[src/rtl/sha256_compress_ctrl.sv]
// SHA-256 compression sequencer: loads one block and a chaining value, runs
// 64 rounds at one round per clock, then adds the working state back in.
module sha256_compress_ctrl (
    input  logic         clk,
    input  logic         reset_n,
    input  logic         start,
    input  logic [511:0] block_in,
    input  logic [255:0] h_in,
    output logic         busy,
    output logic         done,
    output logic [255:0] digest_out
);

    typedef enum logic [1:0] {
        IDLE  = 2'd0,
        ROUND = 2'd1,
        FINAL = 2'd2
    } state_t;

    state_t        state_r;
    state_t        state_next_s;
    logic [5:0]    rnd_r;
    logic [31:0]   k_r;
    logic [31:0]   st_r   [0:7];
    logic [31:0]   hreg_r [0:7];
    logic [31:0]   wwin_r [0:15];
    logic          busy_r;
    logic          done_r;
    logic [255:0]  digest_r;
    logic [31:0]   t1_s;
    logic [31:0]   t2_s;
    logic [31:0]   wnew_s;

    function automatic logic [31:0] ssig0(input logic [31:0] x);
        return {x[6:0], x[31:7]} ^ {x[17:0], x[31:18]} ^ {3'b000, x[31:3]};
    endfunction

    function automatic logic [31:0] ssig1(input logic [31:0] x);
        return {x[16:0], x[31:17]} ^ {x[18:0], x[31:19]} ^ {10'b0000000000, x[31:10]};
    endfunction

    function automatic logic [31:0] bsig0(input logic [31:0] x);
        return {x[1:0], x[31:2]} ^ {x[12:0], x[31:13]} ^ {x[21:0], x[31:22]};
    endfunction

    function automatic logic [31:0] bsig1(input logic [31:0] x);
        return {x[5:0], x[31:6]} ^ {x[10:0], x[31:11]} ^ {x[24:0], x[31:25]};
    endfunction

    function automatic logic [31:0] k_rom(input logic [5:0] idx);
        case (idx)
            6'd0:  return 32'h428a2f98; 6'd1:  return 32'h71374491; 6'd2:  return 32'hb5c0fbcf; 6'd3:  return 32'he9b5dba5;
            6'd4:  return 32'h3956c25b; 6'd5:  return 32'h59f111f1; 6'd6:  return 32'h923f82a4; 6'd7:  return 32'hab1c5ed5;
            6'd8:  return 32'hd807aa98; 6'd9:  return 32'h12835b01; 6'd10: return 32'h243185be; 6'd11: return 32'h550c7dc3;
            6'd12: return 32'h72be5d74; 6'd13: return 32'h80deb1fe; 6'd14: return 32'h9bdc06a7; 6'd15: return 32'hc19bf174;
            6'd16: return 32'he49b69c1; 6'd17: return 32'hefbe4786; 6'd18: return 32'h0fc19dc6; 6'd19: return 32'h240ca1cc;
            6'd20: return 32'h2de92c6f; 6'd21: return 32'h4a7484aa; 6'd22: return 32'h5cb0a9dc; 6'd23: return 32'h76f988da;
            6'd24: return 32'h983e5152; 6'd25: return 32'ha831c66d; 6'd26: return 32'hb00327c8; 6'd27: return 32'hbf597fc7;
            6'd28: return 32'hc6e00bf3; 6'd29: return 32'hd5a79147; 6'd30: return 32'h06ca6351; 6'd31: return 32'h14292967;
            6'd32: return 32'h27b70a85; 6'd33: return 32'h2e1b2138; 6'd34: return 32'h4d2c6dfc; 6'd35: return 32'h53380d13;
            6'd36: return 32'h650a7354; 6'd37: return 32'h766a0abb; 6'd38: return 32'h81c2c92e; 6'd39: return 32'h92722c85;
            6'd40: return 32'ha2bfe8a1; 6'd41: return 32'ha81a664b; 6'd42: return 32'hc24b8b70; 6'd43: return 32'hc76c51a3;
            6'd44: return 32'hd192e819; 6'd45: return 32'hd6990624; 6'd46: return 32'hf40e3585; 6'd47: return 32'h106aa070;
            6'd48: return 32'h19a4c116; 6'd49: return 32'h1e376c08; 6'd50: return 32'h2748774c; 6'd51: return 32'h34b0bcb5;
            6'd52: return 32'h391c0cb3; 6'd53: return 32'h4ed8aa4a; 6'd54: return 32'h5b9cca4f; 6'd55: return 32'h682e6ff3;
            6'd56: return 32'h748f82ee; 6'd57: return 32'h78a5636f; 6'd58: return 32'h84c87814; 6'd59: return 32'h8cc70208;
            6'd60: return 32'h90befffa; 6'd61: return 32'ha4506ceb; 6'd62: return 32'hbef9a3f7; 6'd63: return 32'hc67178f2;
            default: return 32'h00000000;
        endcase
    endfunction

    // Round node and schedule expansion, fed by the pre-registered K word.
    always_comb begin
        t1_s   = st_r[7] + bsig1(st_r[4]) + ((st_r[4] & st_r[5]) ^ (~st_r[4] & st_r[6]))
               + k_r + wwin_r[0];
        t2_s   = bsig0(st_r[0]) + ((st_r[0] & st_r[1]) ^ (st_r[0] & st_r[2]) ^ (st_r[1] & st_r[2]));
        wnew_s = ssig1(wwin_r[14]) + wwin_r[9] + ssig0(wwin_r[1]) + wwin_r[0];
    end

    // Next-state decode.
    always_comb begin
        state_next_s = state_r;
        case (state_r)
            IDLE: begin
                if (start) state_next_s = ROUND;
                else       state_next_s = IDLE;
            end
            ROUND: begin
                if (rnd_r == 6'd63) state_next_s = FINAL;
                else                state_next_s = ROUND;
            end
            FINAL:   state_next_s = IDLE;
            default: state_next_s = IDLE;
        endcase
    end

    // State register and datapath registers.
    always_ff @(posedge clk) begin
        if (!reset_n) begin
            state_r  <= IDLE;
            rnd_r    <= 6'd0;
            k_r      <= 32'h00000000;
            busy_r   <= 1'b0;
            done_r   <= 1'b0;
            digest_r <= 256'h0;
            for (int i = 0; i < 8; i++) begin
                st_r[i]   <= 32'h00000000;
                hreg_r[i] <= 32'h00000000;
            end
            for (int i = 0; i < 16; i++) begin
                wwin_r[i] <= 32'h00000000;
            end
        end else begin
            state_r <= state_next_s;
            busy_r  <= (state_next_s != IDLE);
            done_r  <= (state_r == FINAL);
            case (state_r)
                IDLE: begin
                    if (start) begin
                        rnd_r <= 6'd0;
                        k_r   <= k_rom(6'd0);
                        for (int i = 0; i < 8; i++) begin
                            st_r[i]   <= h_in[255 - 32*i -: 32];
                            hreg_r[i] <= h_in[255 - 32*i -: 32];
                        end
                        for (int i = 0; i < 16; i++) begin
                            wwin_r[i] <= block_in[511 - 32*i -: 32];
                        end
                    end
                end
                ROUND: begin
                    rnd_r   <= rnd_r + 6'd1;
                    k_r     <= k_rom(rnd_r + 6'd1);
                    st_r[0] <= t1_s + t2_s;
                    st_r[1] <= st_r[0];
                    st_r[2] <= st_r[1];
                    st_r[3] <= st_r[2];
                    st_r[4] <= st_r[3] + t1_s;
                    st_r[5] <= st_r[4];
                    st_r[6] <= st_r[5];
                    st_r[7] <= st_r[6];
                    for (int i = 0; i < 15; i++) begin
                        wwin_r[i] <= wwin_r[i+1];
                    end
                    wwin_r[15] <= wnew_s;
                end
                FINAL: begin
                    for (int i = 0; i < 8; i++) begin
                        digest_r[255 - 32*i -: 32] <= hreg_r[i] + st_r[i];
                    end
                end
                default: begin
                    rnd_r <= 6'd0;
                end
            endcase
        end
    end

    assign busy       = busy_r;
    assign done       = done_r;
    assign digest_out = digest_r;

endmodule

[config.mk]
export PLATFORM = sky130hd
export DESIGN_NAME = sha256_compress_ctrl
export DESIGN_NICKNAME = d
export VERILOG_FILES = /design/src/rtl/sha256_compress_ctrl.sv
export SDC_FILE = /design/constraint.sdc
export NUM_CORES = 2
export LEC_CHECK = 0
export CORE_MARGIN = 1.5
export CORE_UTILIZATION = 25
export CTS_CLUSTER_SIZE = 10
export DETAILED_ROUTE_END_ITERATION = 8
export PLACE_DENSITY = 0.39
export SYNTH_ARGS = -nofsm -noshare
export SYNTH_HDL_FRONTEND = slang
export SYNTH_SLANG_ARGS = --single-unit
[constraint.sdc]
create_clock -name clk -period 29.1 [get_ports clk]
set_input_delay 5.82 -clock clk [delete_from_list [all_inputs] [get_ports clk]]
set_output_delay 5.82 -clock clk [all_outputs]
set_load 0.01 [all_outputs]
### Word-level counts from Yosys, hierarchy flattened

Memory sizes are Yosys's and may differ from the RTL's.
Cells that the tools add are included.

| word-level totals | value |
|---|---|
| register bits after elaboration | 298 |
| bits in writable memories | 1024 |
| bits in read-only memories | 2048 |
| input bits | 771 |
| output and inout port bits | 258 |
| word-level logic and storage cells | 183 |
| memories | 4 |

Memory list:

| memory | words | width | rd ports | clocked after memory_dff | wr ports | line | RTL |
|---|---|---|---|---|---|---|---|
| (no name shown) | 64 | 32 | 1 | 0 | 0 | 51 | `case (idx)` |
| wwin_r | 16 | 32 | 16 | 0 | 16 | 26 | `logic [31:0] wwin_r [0:15];` |
| hreg_r | 8 | 32 | 8 | 0 | 8 | 25 | `logic [31:0] hreg_r [0:7];` |
| st_r | 8 | 32 | 8 | 0 | 8 | 24 | `logic [31:0] st_r [0:7];` |

| cells by class | value |
|---|---|
| add/subtract/negate cells | 19 |
| equality and inequality tests | 4 |
| multiplexer cells | 71 |
| bitwise logic cells | 74 |
| reduce and logical (&&, ||, !) cells | 5 |

Operator list:

| cell | number |
|---|---|
| $mux 32 | 57 |
| $add 32x32->32 | 18 |
| $xor 32x32->32 | 9 |
| $and 32x32->32 | 5 |
| $pmux 32 s2 | 1 |
| $or 1x1->1 | 56 |
| $not 32->32 | 1 |
| $xor 32x22->32 | 1 |
| $xor 32x29->32 | 1 |
| $pmux 6 s3 | 1 |
| $mux 1 | 9 |
| $add 6x1->6 const B | 1 |
| $eq 6x6->1 const B | 1 |
| $mux 6 | 1 |
| $pmux 2 s2 | 1 |
| $reduce_and 2->1 | 2 |
| $reduce_bool 2->1 | 2 |
| $eq 2x1->1 const B | 1 |
| $eq 2x2->1 const B | 1 |
| $logic_not 2->1 | 1 |
| $mux 2 | 1 |
| $ne 2x2->1 const B | 1 |
| $not 1->1 | 1 |

### Logic depth before layout (Yosys ltp)

An unclocked memory read counts as a cell.

| depth | value |
|---|---|
| depth in word-level cells | 9 |
| mapped depth | 34 |
| mapped depth without buffers | 33 |

### Worst setup path after synthesis

Ideal clock, no wire load.

| path | value |
|---|---|
| path type | in2reg |
| start point | input port start |
| end point | memory hreg_r[0][0], enable pin |
| setup time | 1.227 ns |
| data arrival time | 23.726 ns |
| data required time | 27.873 ns |
| path slack | 4.148 ns |
| stages | 2 |
| path buffers | 0 |
| cells stage by stage | nand2b_1 -> o21ai_0 |

RTL lines:

| item | line | RTL |
|---|---|---|
| start, declared | 6 | `input logic start,` |
| end, declared | 25 |  |

==> impl_results.md <==
* Wire length of the first global-routing pass at 520000 um
* Post-CTS sizing at 0
* DRT Pass-1 Iters at 6
* Fin. Hold Viols at 0
* WP buf/inv at 3
* Grt ovf at 0
* Worst slew pin tran at 1.27 ns
* Detailed Route WL at 384000 um
* Initial antenna violation count at 121
* Fin nets at 9968
* Post-Syn Area at 79200 um^2
* RSZ-0062 raised after global routing: false
* Port bufs at 1028
* Worst Path Arrival at 9.90 ns
* Placed wire-length estimate at 300000 um
* Residual DRC at 0
* Largest area contributor in the netlist: edfxtp_1
* Fin. max-slew vios at 0
* WS Path Type: primary input to flip-flop
* Hold path depth at 2
* Die width at 566 um
* Seq/Total Area, Yosys at 0.464
* CTS H-tree depth at 4
* Post-CTS Setup Repair Bufs at 0
* Type of origin of the critical path: primary input
* TritonCTS Buffers at 174
* CTS tree: done
* Clk pin slew, worst setup/hold paths at 0.06 ns
* CP Capture Type: flip-flop
* Setup TNS at 0 ns
* Gpl congestion at 0.907
* CP Cell Sequence: clkdlybuf4s50_1 > nor2_1 > or2_2 > nand2_4 > buf_4 > buf_4
* Synth top area cells: edfxtp_1 (39%), dfxtp_1 (7.5%), ha_1 (6.1%)
* Post-synth EDFFs at 1024
* Clk Latency, worst-skew pair at 0.85 ns
* Clk root buf: clkbuf_16
* Initial drt markers at 5622
* WL/cell at 29.7 um
* Status: completed
* Top cell by count, worst path: buf_4
* Syn_area_per_cell at 10.2 um^2
* FFs w/ async S/R, synth at 0
* Critical path depth at 6
* Hold/Removal Path Class: flip-flop to flip-flop
* Synth Flop Type: edfxtp_1
* Site Rows at 206
* Core area at 315000 um^2
* Post-Syn Instances at 7762
* Die area at 320000 um^2
* Tcrit/Tclk final at 0.324
* Relative slew slack at 0.150
* Yosys top cell area share at 0.388
* Synth cell types at 96
* Post-route minimum period at 9.43 ns
* Hold_buf cts at 0
* Final-layout fill cell count at 32631
* CP Max Fanout at 81
* Final Skew at 0.0715 ns
* Vias at 65287
* Most common cell after layout, fill and taps aside: nand2_1
* Synth warn at 0
* Crit path required time at 29.57 ns
* Register area at 36700 um^2
* MaxCap Viol Count at 0
* Share of cells above drive strength 1 at 0.0463
* Syn nets at 9116
* Yosys reg bits at 1322
* Post-DR vias/cell at 5.05
* Cells on worst reg2reg path at 29
* Most frequent cells in the layout: nand2_1 (1047), clkdlybuf4s50_1 (1027), edfxtp_1 (1024), a21oi_1 (761), ha_1 (387)
* Total Routing Usage GR at 0.231
* Longest Clk Path Bufs at 4
* Final ANT Viol Nets at 0
* Number of global-route vias before repair at 64495
* Die H at 566 um
* Final setup viols at 0
* Multi-input gate area at 39700 um^2
* Area Overhead vs Synth at 25.4%
* Crit path max-delay family: buffers and inverters
* Max Clk Rate at 0.106 GHz
* Ports at 1029
* Slowest-stage cell, CP: buf_4
* Initial Util at 0.251
* Slowest Stage Delay on Critical Path at 0.97 ns
* Largest net degree at the start of global routing at 194
* Clock sink count at 1322
==> registers in the layout (all words and copies together), names as in the netlist <==
name / flops
wwin_r: 512
digest_out: 256
hreg_r: 256
st_r: 256
k_r: 32
rnd_r: 6
state_r: 2
busy: 1
done: 1
==> worst min-delay path, cell delays in order, from the launching register on <==
cell and delay (ns):
dfxtp_1 0.31, nand2_1 0.05, a21oi_1 0.05
==> synthesized netlist by cell type, types with 51 or more instances <==
cell      count
nand3_1     109
inv_1       320
o21ai_1      74
or3_1        51
edfxtp_1   1024
a22o_1      323
ha_1        388
and2_1      275
nand2_1    1051
nor3_1       78
a211oi_1     84
o21ai_0     248
a21oi_1     761
xnor2_1     387
nor2b_1      73
dfxtp_1     298
xor2_1      159
nor2_1      347
clkbuf_1    419
a21o_1      355
o21a_1       63
fa_1        195
==> cell families (layout without fill, tap and decap cells) <==
logic type / count (synthesis) / count (layout) / synth area share
xor gates and xnor gates: 548 / 548 / 0.0610
buffers and inverters: 775 / 1747 / 0.0369
other: 0 / 28 / 0
AOI/OAI and AO/OA: 2330 / 2330 / 0.196
muxes: 38 / 38 / 0.00533
DFF: 1322 / 1322 / 0.464
adders and majority gates: 587 / 587 / 0.111
and+or+nand+nor: 2162 / 2162 / 0.126
==> final cells by class <==
| class | count | area share |
|---|---|---|
| well taps | 4160 | 0.0524 |
| repair buffers | 1129 | 0.112 |
| diodes | 28 | 0.000706 |
| clock buffers | 254 | 0.0495 |
| multi-input cells | 5665 | 0.400 |
| clock inverters | 42 | 0.00399 |
| flip-flops and latches | 1322 | 0.370 |
| inverters | 322 | 0.0122 |
==> metal layers <==
layer / share of wire / global-route usage / routed length [um]
met5: 0.0017 / 0 / 667
met4: 0.031 / 0.0646 / 12100
met3: 0.059 / 0.0418 / 22700
met2: 0.47 / 0.390 / 182000
met1: 0.43 / 0.302 / 167000
==> path summary, 6_finish.rpt <==
kind	start	end	slack, ns
min	digest_out[235]$_SDFFE_PN0P_	digest_out[235]$_SDFFE_PN0P_	0.45
max	start	wwin_r[0][103]$_SDFFCE_PN0P_	19.67
max reg2reg	st_r[1][13]$_DFFE_PP_	st_r[0][31]$_DFFE_PP_	20.49
min reg2reg	digest_out[235]$_SDFFE_PN0P_	digest_out[235]$_SDFFE_PN0P_	0.45
==> through the flow <==
stage	instance area [um^2]	utilization	hold slack (ns)	setup slack (ns)	std cells
after floorplan	79200	-	0.444	4.15	7762
after global placement	93900	0.298	0.444	18.71	12598
after detailed placement	93900	0.298	0.446	18.70	12598
after CTS	99200	0.315	0.452	19.64	12894
after global routing	99300	0.315	0.469	19.49	12904
final	99300	0.315	0.451	19.67	12922
Power is left out: the tool's default activity adds up to more than one toggle a clock period on the data nets, which glitch-free logic cannot reach.
